### src/rtl/idu_pkg.sv
`default_nettype none
// ============================================================================
// idu_pkg : opcodes, ALU/branch encodings and the decode->execute packet.
// Rev 1.0
// ============================================================================
package idu_pkg;

  localparam int XLEN    = 32;
  localparam int ID_EX_W = 4*XLEN + 20;

  localparam logic [6:0] c_op_lui    = 7'b0110111;
  localparam logic [6:0] c_op_auipc  = 7'b0010111;
  localparam logic [6:0] c_op_jal    = 7'b1101111;
  localparam logic [6:0] c_op_jalr   = 7'b1100111;
  localparam logic [6:0] c_op_branch = 7'b1100011;
  localparam logic [6:0] c_op_load   = 7'b0000011;
  localparam logic [6:0] c_op_store  = 7'b0100011;
  localparam logic [6:0] c_op_imm    = 7'b0010011;
  localparam logic [6:0] c_op_reg    = 7'b0110011;
  localparam logic [6:0] c_op_fence  = 7'b0001111;
  localparam logic [6:0] c_op_system = 7'b1110011;

  localparam logic [1:0] c_mem_b = 2'd0;
  localparam logic [1:0] c_mem_h = 2'd1;
  localparam logic [1:0] c_mem_w = 2'd2;

  typedef enum logic [3:0] {
    ALU_ADD, ALU_SUB, ALU_SLL, ALU_SLT, ALU_SLTU, ALU_XOR,
    ALU_SRL, ALU_SRA, ALU_OR, ALU_AND, ALU_LUI_PASS
  } alu_op_e;

  typedef enum logic [3:0] {
    BR_NONE, BR_JAL, BR_JALR, BR_BEQ, BR_BNE, BR_BLT, BR_BGE, BR_BLTU, BR_BGEU
  } br_type_e;

  // Bit offsets of the packet fields, LSB first; they match id_ex_t below.
  localparam int ID_EX_ILLEGAL    = 0;
  localparam int ID_EX_EBREAK     = 1;
  localparam int ID_EX_WB_LINK    = 2;
  localparam int ID_EX_MEM_UNS    = 3;
  localparam int ID_EX_MEM_SIZE   = 4;
  localparam int ID_EX_MEM_WE     = 6;
  localparam int ID_EX_MEM_RE     = 7;
  localparam int ID_EX_SRC2_IMM   = 8;
  localparam int ID_EX_SRC1_PC    = 9;
  localparam int ID_EX_ALU_OP     = 10;
  localparam int ID_EX_RF_WE      = 14;
  localparam int ID_EX_RD         = 15;
  localparam int ID_EX_IMM        = 20;
  localparam int ID_EX_SRC2       = 20 + XLEN;
  localparam int ID_EX_SRC1       = 20 + 2*XLEN;
  localparam int ID_EX_PC         = 20 + 3*XLEN;

  typedef struct packed {
    logic [XLEN-1:0] pc;
    logic [XLEN-1:0] src1;
    logic [XLEN-1:0] src2;
    logic [XLEN-1:0] imm;
    logic [4:0]      rd;
    logic            rf_we;
    alu_op_e         alu_op;
    logic            src1_is_pc;
    logic            src2_is_imm;
    logic            mem_re;
    logic            mem_we;
    logic [1:0]      mem_size;
    logic            mem_unsigned;
    logic            wb_link;
    logic            ebreak;
    logic            illegal;
  } id_ex_t;

  typedef struct packed {
    logic [XLEN-1:0] imm;
    logic [4:0]      rd;
    logic            rf_we;
    alu_op_e         alu_op;
    logic            src1_is_pc;
    logic            src2_is_imm;
    logic            mem_re;
    logic            mem_we;
    logic [1:0]      mem_size;
    logic            mem_unsigned;
    logic            wb_link;
    logic            ebreak;
    logic            illegal;
    br_type_e        br;
  } dec_t;

  function automatic alu_op_e alu_from_f3(input logic [2:0] f3, input logic alt);
    case (f3)
      3'b000:  return alt ? ALU_SUB : ALU_ADD;
      3'b001:  return ALU_SLL;
      3'b010:  return ALU_SLT;
      3'b011:  return ALU_SLTU;
      3'b100:  return ALU_XOR;
      3'b101:  return alt ? ALU_SRA : ALU_SRL;
      3'b110:  return ALU_OR;
      default: return ALU_AND;
    endcase
  endfunction

endpackage
`default_nettype wire

### src/rtl/idu_decode.sv
`default_nettype none
// ============================================================================
// idu_decode : combinational RV32I instruction -> immediate/control/branch type.
// Rev 1.0
// ============================================================================
module idu_decode
  import idu_pkg::*;
(
  input  logic [31:0] inst,
  output dec_t        dec
);

  logic [6:0]  w_opcode;
  logic [2:0]  w_f3;
  logic [6:0]  w_f7;
  logic [31:0] w_imm_i, w_imm_s, w_imm_b, w_imm_u, w_imm_j;

  assign w_opcode = inst[6:0];
  assign w_f3     = inst[14:12];
  assign w_f7     = inst[31:25];
  assign w_imm_i  = {{20{inst[31]}}, inst[31:20]};
  assign w_imm_s  = {{20{inst[31]}}, inst[31:25], inst[11:7]};
  assign w_imm_b  = {{19{inst[31]}}, inst[31], inst[7], inst[30:25], inst[11:8], 1'b0};
  assign w_imm_u  = {inst[31:12], 12'b0};
  assign w_imm_j  = {{11{inst[31]}}, inst[31], inst[19:12], inst[20], inst[30:21], 1'b0};

  always_comb begin
    dec          = '0;
    dec.rd       = inst[11:7];
    dec.alu_op   = ALU_ADD;
    dec.br       = BR_NONE;
    dec.mem_size = c_mem_b;
    case (w_opcode)
      c_op_lui: begin
        dec.imm = w_imm_u; dec.rf_we = 1'b1; dec.src2_is_imm = 1'b1; dec.alu_op = ALU_LUI_PASS;
      end
      c_op_auipc: begin
        dec.imm = w_imm_u; dec.rf_we = 1'b1; dec.src1_is_pc = 1'b1; dec.src2_is_imm = 1'b1;
      end
      c_op_jal: begin
        dec.imm = w_imm_j; dec.rf_we = 1'b1; dec.wb_link = 1'b1; dec.br = BR_JAL;
      end
      c_op_jalr: begin
        dec.imm = w_imm_i; dec.rf_we = 1'b1; dec.wb_link = 1'b1; dec.br = BR_JALR;
        dec.illegal = (w_f3 != 3'b000);
      end
      c_op_branch: begin
        dec.imm = w_imm_b; dec.alu_op = ALU_SUB;
        case (w_f3)
          3'b000:  dec.br = BR_BEQ;
          3'b001:  dec.br = BR_BNE;
          3'b100:  dec.br = BR_BLT;
          3'b101:  dec.br = BR_BGE;
          3'b110:  dec.br = BR_BLTU;
          3'b111:  dec.br = BR_BGEU;
          default: dec.illegal = 1'b1;
        endcase
      end
      c_op_load: begin
        dec.imm = w_imm_i; dec.rf_we = 1'b1; dec.mem_re = 1'b1; dec.src2_is_imm = 1'b1;
        dec.mem_size = w_f3[1:0]; dec.mem_unsigned = w_f3[2];
        dec.illegal = !((w_f3[1:0] inside {c_mem_b, c_mem_h}) || (w_f3 == {1'b0, c_mem_w}));
      end
      c_op_store: begin
        dec.imm = w_imm_s; dec.mem_we = 1'b1; dec.src2_is_imm = 1'b1; dec.mem_size = w_f3[1:0];
        dec.illegal = w_f3[2] || !(w_f3[1:0] inside {c_mem_b, c_mem_h, c_mem_w});
      end
      c_op_imm: begin
        // Only the shift-right form uses inst[30] as a function bit; elsewhere it is immediate.
        dec.imm = w_imm_i; dec.rf_we = 1'b1; dec.src2_is_imm = 1'b1;
        dec.alu_op  = alu_from_f3(w_f3, (w_f3 == 3'b101) && inst[30]);
        dec.illegal = ((w_f3 == 3'b001) && (w_f7 != 7'b0000000)) ||
                      ((w_f3 == 3'b101) && (w_f7 != 7'b0000000) && (w_f7 != 7'b0100000));
      end
      c_op_reg: begin
        dec.rf_we   = 1'b1;
        dec.alu_op  = alu_from_f3(w_f3, inst[30]);
        dec.illegal = !((w_f7 == 7'b0000000) ||
                        ((w_f7 == 7'b0100000) && ((w_f3 == 3'b000) || (w_f3 == 3'b101))));
      end
      c_op_fence: ;
      c_op_system: begin
        if (inst == 32'h0010_0073)      dec.ebreak  = 1'b1;
        else if (inst != 32'h0000_0073) dec.illegal = 1'b1;
      end
      default: dec.illegal = 1'b1;
    endcase
    if (dec.illegal) begin
      dec.rf_we = 1'b0; dec.mem_re = 1'b0; dec.mem_we = 1'b0;
      dec.wb_link = 1'b0; dec.br = BR_NONE;
    end
    if (dec.rd == 5'd0) dec.rf_we = 1'b0;
  end

endmodule
`default_nettype wire

### src/rtl/idu.sv
`default_nettype none
// ============================================================================
// idu : RV32I decode stage with next-PC resolution and a one-deep WB scoreboard.
// Rev 1.0
// ============================================================================
module idu
  import idu_pkg::*;
#(
  parameter int DATA_WIDTH = 32
) (
  input  logic                    clk,
  input  logic                    rst,
  input  logic [2*DATA_WIDTH-1:0] if_to_id_bus,
  input  logic                    if_to_id_valid,
  output logic                    id_to_if_ready,
  output logic [DATA_WIDTH-1:0]   id_to_if_bus,
  output logic                    id_to_if_valid,
  input  logic                    if_to_id_ready,
  output logic [4:0]              rf_raddr1,
  output logic [4:0]              rf_raddr2,
  input  logic [DATA_WIDTH-1:0]   rf_rdata1,
  input  logic [DATA_WIDTH-1:0]   rf_rdata2,
  output logic [ID_EX_W-1:0]      id_to_ex_bus,
  output logic                    id_to_ex_valid,
  input  logic                    ex_to_id_ready,
  input  logic                    wb_to_id_done
);

  logic                  r_ir_valid, r_pc_sent, r_ex_sent, r_busy;
  logic [DATA_WIDTH-1:0] r_ir_pc, r_ir_inst;

  logic                  w_pc_fire, w_ex_fire, w_in_fire, w_done, w_taken;
  logic [DATA_WIDTH-1:0] w_seq_pc, w_br_pc, w_jalr_sum;
  dec_t                  w_dec;
  id_ex_t                w_pkt;

  idu_decode u_decode (
    .inst (r_ir_inst),
    .dec  (w_dec)
  );

  assign id_to_if_valid = r_ir_valid & ~r_busy & ~r_pc_sent;
  assign id_to_ex_valid = r_ir_valid & ~r_busy & ~r_ex_sent;
  assign w_pc_fire      = id_to_if_valid & if_to_id_ready;
  assign w_ex_fire      = id_to_ex_valid & ex_to_id_ready;
  assign w_done         = r_ir_valid & ~r_busy & (r_pc_sent | w_pc_fire) & (r_ex_sent | w_ex_fire);
  assign id_to_if_ready = ~r_ir_valid | w_done;
  assign w_in_fire      = if_to_id_valid & id_to_if_ready;

  always_ff @(posedge clk or posedge rst) begin
    if (rst) begin
      r_ir_valid <= 1'b0;
      r_pc_sent  <= 1'b0;
      r_ex_sent  <= 1'b0;
      r_busy     <= 1'b0;
      r_ir_pc    <= '0;
      r_ir_inst  <= '0;
    end else begin
      if (w_in_fire) begin
        r_ir_valid <= 1'b1;
        r_ir_pc    <= if_to_id_bus[2*DATA_WIDTH-1:DATA_WIDTH];
        r_ir_inst  <= if_to_id_bus[DATA_WIDTH-1:0];
        r_pc_sent  <= 1'b0;
        r_ex_sent  <= 1'b0;
      end else if (w_done) begin
        r_ir_valid <= 1'b0;
        r_pc_sent  <= 1'b0;
        r_ex_sent  <= 1'b0;
      end else begin
        if (w_pc_fire) r_pc_sent <= 1'b1;
        if (w_ex_fire) r_ex_sent <= 1'b1;
      end
      // A new issue outranks a same-cycle retire, which belongs to the older instruction.
      if (w_ex_fire)          r_busy <= 1'b1;
      else if (wb_to_id_done) r_busy <= 1'b0;
    end
  end

  assign rf_raddr1  = r_ir_inst[19:15];
  assign rf_raddr2  = r_ir_inst[24:20];
  assign w_seq_pc   = r_ir_pc + 32'd4;
  assign w_br_pc    = r_ir_pc + w_dec.imm;
  assign w_jalr_sum = rf_rdata1 + w_dec.imm;

  always_comb begin
    case (w_dec.br)
      BR_BEQ:  w_taken = (rf_rdata1 == rf_rdata2);
      BR_BNE:  w_taken = (rf_rdata1 != rf_rdata2);
      BR_BLT:  w_taken = ($signed(rf_rdata1) <  $signed(rf_rdata2));
      BR_BGE:  w_taken = ($signed(rf_rdata1) >= $signed(rf_rdata2));
      BR_BLTU: w_taken = (rf_rdata1 <  rf_rdata2);
      BR_BGEU: w_taken = (rf_rdata1 >= rf_rdata2);
      default: w_taken = 1'b0;
    endcase
  end

  always_comb begin
    case (w_dec.br)
      BR_JAL:  id_to_if_bus = w_br_pc;
      BR_JALR: id_to_if_bus = {w_jalr_sum[DATA_WIDTH-1:1], 1'b0};
      default: id_to_if_bus = w_taken ? w_br_pc : w_seq_pc;
    endcase
  end

  always_comb begin
    w_pkt              = '0;
    w_pkt.pc           = r_ir_pc;
    w_pkt.src1         = rf_rdata1;
    w_pkt.src2         = rf_rdata2;
    w_pkt.imm          = w_dec.imm;
    w_pkt.rd           = w_dec.rd;
    w_pkt.rf_we        = w_dec.rf_we;
    w_pkt.alu_op       = w_dec.alu_op;
    w_pkt.src1_is_pc   = w_dec.src1_is_pc;
    w_pkt.src2_is_imm  = w_dec.src2_is_imm;
    w_pkt.mem_re       = w_dec.mem_re;
    w_pkt.mem_we       = w_dec.mem_we;
    w_pkt.mem_size     = w_dec.mem_size;
    w_pkt.mem_unsigned = w_dec.mem_unsigned;
    w_pkt.wb_link      = w_dec.wb_link;
    w_pkt.ebreak       = w_dec.ebreak;
    w_pkt.illegal      = w_dec.illegal;
  end

  assign id_to_ex_bus = w_pkt;

endmodule
`default_nettype wire

### config.mk
export PLATFORM = sky130hd
export DESIGN_NAME = idu
export DESIGN_NICKNAME = d
export VERILOG_FILES = /design/src/rtl/idu_pkg.sv /design/src/rtl/idu_decode.sv /design/src/rtl/idu.sv
export SDC_FILE = /design/constraint.sdc
export NUM_CORES = 1
export LEC_CHECK = 0
export BUFFER_PORTS_ARGS = -buffer_cell sky130_fd_sc_hd__buf_2
export CAP_MARGIN = 20
export CORE_AREA = 2 2 136 138
export DETAILED_ROUTE_END_ITERATION = 7
export DIE_AREA = 0 0 138 140
export PLACE_DENSITY_LB_ADDON = 0.2
export SLEW_MARGIN = 15
export SYNTH_ARGS = -nofsm -noshare
export SYNTH_HDL_FRONTEND = slang
export SYNTH_HIERARCHICAL = 1
export SYNTH_SLANG_ARGS = --single-unit
### constraint.sdc
create_clock -name clk -period 5.9 [get_ports clk]
set_input_delay 1.18 -clock clk [delete_from_list [all_inputs] [get_ports clk]]
set_output_delay 1.18 -clock clk [all_outputs]
set_load 0.02 [all_outputs]
==> summary.txt <==
Finish
  • Final Non-Filler Cells: 1587
  • Design Area, Final: 10900 sq um
  • NumNets Final: 1583
  • Layout Utilization: 0.616
  • Share of layout cells above drive strength 1: 0.353
  • Synth-to-Final Area Change: 19.5%
  • # diodes: 0
  • Fill cell count: 1660

Synth
  • Yosys reg bits: 68
  • Syn Inst Count: 1103
  • Async SR Flop Fraction: 1.00
  • Syn_nets: 1333
  • Synth Area in Compound Gates: 0.240
  • Synth Area in Simple Gates: 0.180
  • Prevailing post-synth register cell: dfrtp_1
  • Synth warn: 6
  • Synth cell types: 85
  • Seq/Total Area, Yosys: 0.186
  • Post-synthesis xor/xnor area fraction: 0.0746
  • Main combinational cell family by area after synthesis: compound AO/OA/AOI/OAI gates
  • EDFF count, synth: 0
  • Synthesized area per cell: 8.30 sq um
  • Post-synthesis mux area share: 0.0820
  • Netlist Area Pre-Place: 9160 sq um
  • Adder-Cell Fraction of Synth Area: 0.133

Timing
  • Hold Vio Cnt, Final: 0
  • Fmax: 0.174 GHz
  • Setup slack after layout: 0.142 ns
  • Layout Skew: 0.00798 ns
  • Final min period: 5.76 ns
  • # setup viols final: 0
  • Slew HR: 0.426
  • RSZ-0062 raised after global routing: yes
  • Pins Over Slew Limit: 0
  • Fin crit share: 0.976
  • Tightest Pin Transition: 0.861 ns

Clock network
  • Clock transition at path regs: 0.06 ns
  • TritonCTS clock tree: built
  • CTS Buffer Depth: 2
  • H-Tree Depth: 3
  • CTS root buf: clkbuf_16
  • Setup Buffers After CTS: 0
  • Cts bufs inserted: 9
  • Clk_lat worst skew: 0.33 ns
  • Post-CTS sizing: 0
  • Hold Buf Count CTS: 0
  • Clock Sinks: 68

Placed design
  • Post-DP HPWL: 25300 um
  • Pre-CTS WS: 0.133 ns
  • PortBufs: 326
  • Gpl congestion: 0.975
  • DP Cell Count: 1571
  • Placed instance area: 10500 sq um

Setup path
  • Crit path max fanout: 8
  • CP startpoint kind: register
  • Type of the worst setup path: reg2out
  • Reg2Reg Launch Point: r_pc_sent$_DFFE_PP0P_
  • CP startpoint: r_ir_inst[6]$_DFFE_PP0P_
  • Crit path DAT: 4.58 ns
  • Worst-path cell chain: or2_1, or2_1, o31ai_2, buf_4, and2_1, a21o_1, ha_1, a21o_1, a21o_1, a21o_1, a311oi_1, a21oi_1, a31oi_2, o22ai_1, mux2i_1, o21ai_1, a211o_1, buf_2
  • Endpoint type of the worst setup path: output port
  • CP top delay family: compound AO/OA/AOI/OAI gates
  • Critical-path top delay cell: dfrtp_1
  • Worst path buffer plus inverter count: 2
  • Required time of the critical path: 4.72 ns
  • CP peak stage delay: 0.38 ns
  • CP most frequent cell: a21o_1

Worst hold path
  • Min-delay worst type: reg2reg
  • Worst Min Path Start: r_ir_inst[9]$_DFFE_PP0P_

Floorplanning
  • Die Wd: 138 um
  • Io pins: 327
  • Core ar.: 17800 sq um
  • Std-Cell Rows: 49
  • Initial Util: 0.515
  • Die H: 140 um
  • Full die area: 19300 sq um

Routing
  • Post-detailed-route wirelength per cell: 19.3 um
  • Via density per instance: 5.84
  • First-pass DRT Iterations: 5
  • WL final: 30700 um
  • DR iter-0 viols: 617
  • DRC Markers: 0
  • ANT nets after route: 0
  • Via count: 9276

Global route
  • First-pass GRT wire length: 47200 um
  • Grt ovf: 0
  • Initial antenna violation count: 0
  • GRT Total Usage: 0.303
  • Largest net degree at the start of global routing: 69
  • Number of global-route vias before repair: 8711

Run
  • Max cap viols: 0

Pwr
  • Total chip power: 5.22 mW
  • Cell leakage power: 5.59 nW
  • Power density cells: 477 nW/um^2
  • Worst IR Drop VDD: 0.373 mV

Run status
  • Status: finished clean
## final cells by class
type,instances,area (sq um),area share
repair buffers,354,1850,0.169
inverters,51,191,0.0175
clock inverters,7,146,0.0134
well taps,229,287,0.0262
multi-input cells,869,6550,0.598
clock buffers,9,225,0.0206
flip-flops and latches,68,1700,0.156
## metrics by stage
| step | setup TNS [ns] | hold slack, ns |
|---|---|---|
| floorplan | 0 | 0.474 |
| global placement | 0 | 0.575 |
| detailed placement | 0 | 0.555 |
| CTS | 0 | 0.573 |
| global route | -0.0562 | 0.592 |
| finish | 0 | 0.569 |
## registers in the layout, summed over array words and instances, names as in the netlist
signal,cells
r_ir_inst,32
r_ir_pc,32
r_busy,1
r_ex_sent,1
r_ir_valid,1
r_pc_sent,1
## cell usage after synthesis, types with 15 or more instances
cell type,count,area [sq um]
a21o_1,50,375
a21oi_1,77,385
and2_1,15,93.8
and3_1,15,93.8
buf_4,83,623
clkbuf_1,23,86.3
dfrtp_1,68,1700
ha_1,94,1180
inv_1,50,188
mux2_2,64,721
nand2_1,77,289
nand3_1,35,175
nand4_1,20,125
nor2_1,64,240
nor3_1,28,140
o21ai_0,36,180
o21ai_1,16,80.1
xnor2_1,48,420
xor2_1,30,263
## worst paths after layout
kind | endpoint | slack [ns] | depth (start not counted)
hold reg to reg | r_ir_inst[9]$_DFFE_PP0P_ | 0.57 | 1
min in group asynchronous | r_ex_sent$_DFFE_PP0P_ | 1.09 | 3
setup reg to reg | r_ir_inst[15]$_DFFE_PP0P_ | 3.42 | 5
hold / removal | r_ir_inst[9]$_DFFE_PP0P_ | 0.57 | 1
max in group asynchronous | r_ir_inst[4]$_DFFE_PP0P_ | 4.18 | 3
setup / recovery | id_to_if_bus[30] | 0.14 | 18
## where the power goes
group	internal (mW)	switching (mW)	leakage [nW]
sequential	0.703	0.496	0.796
combinational	1.36	1.99	4.61
clock	0.459	0.210	0.181
total	2.53	2.70	5.59
## worst register-to-register path, cell delays in order, from the launching register on
cell	delay (ns)
dfrtp_1	0.37
nor2_1	0.07
o31ai_1	0.55
nand2_2	0.54
buf_4	0.46
mux2_2	0.37
## cell families (layout without fill, tap and decap cells)
family	Yosys count	after routing
flip-flops	68	68
adder cells (fa/ha/maj)	96	96
multiplexers	67	67
AND/OR/NAND/NOR	321	321
XOR/XNOR	78	78
AO/OA/AOI/OAI	307	307
buffers and inverters	166	421
## cells in the final DEF, fill, tap and decap left out, drive strengths merged, types with 12 or more instances in the layout
master / count
xnor2: 48
buf: 354
mux2: 64
ha: 94
inv: 53
nand4: 20
nand2b: 14
a21oi: 78
and2: 16
a211oi: 14
o221ai: 13
xor2: 30
nor3: 28
o21ai: 52
nand2: 77
dfrtp: 68
a21o: 51
o21a: 14
and3: 16
nand3: 35
nor2b: 12
nor2: 64
## routing by layer
metal	part of all wire	global-route usage	vias up	routed length, um
met5	0	0	-	0
met4	0.015	0.0650	0	461
met3	0.081	0.0492	29	2480
met2	0.47	0.508	407	14300
met1	0.44	0.413	4350	13500
li1	-	-	4490	-
Note: power is estimated with default switching activity, not from simulation.
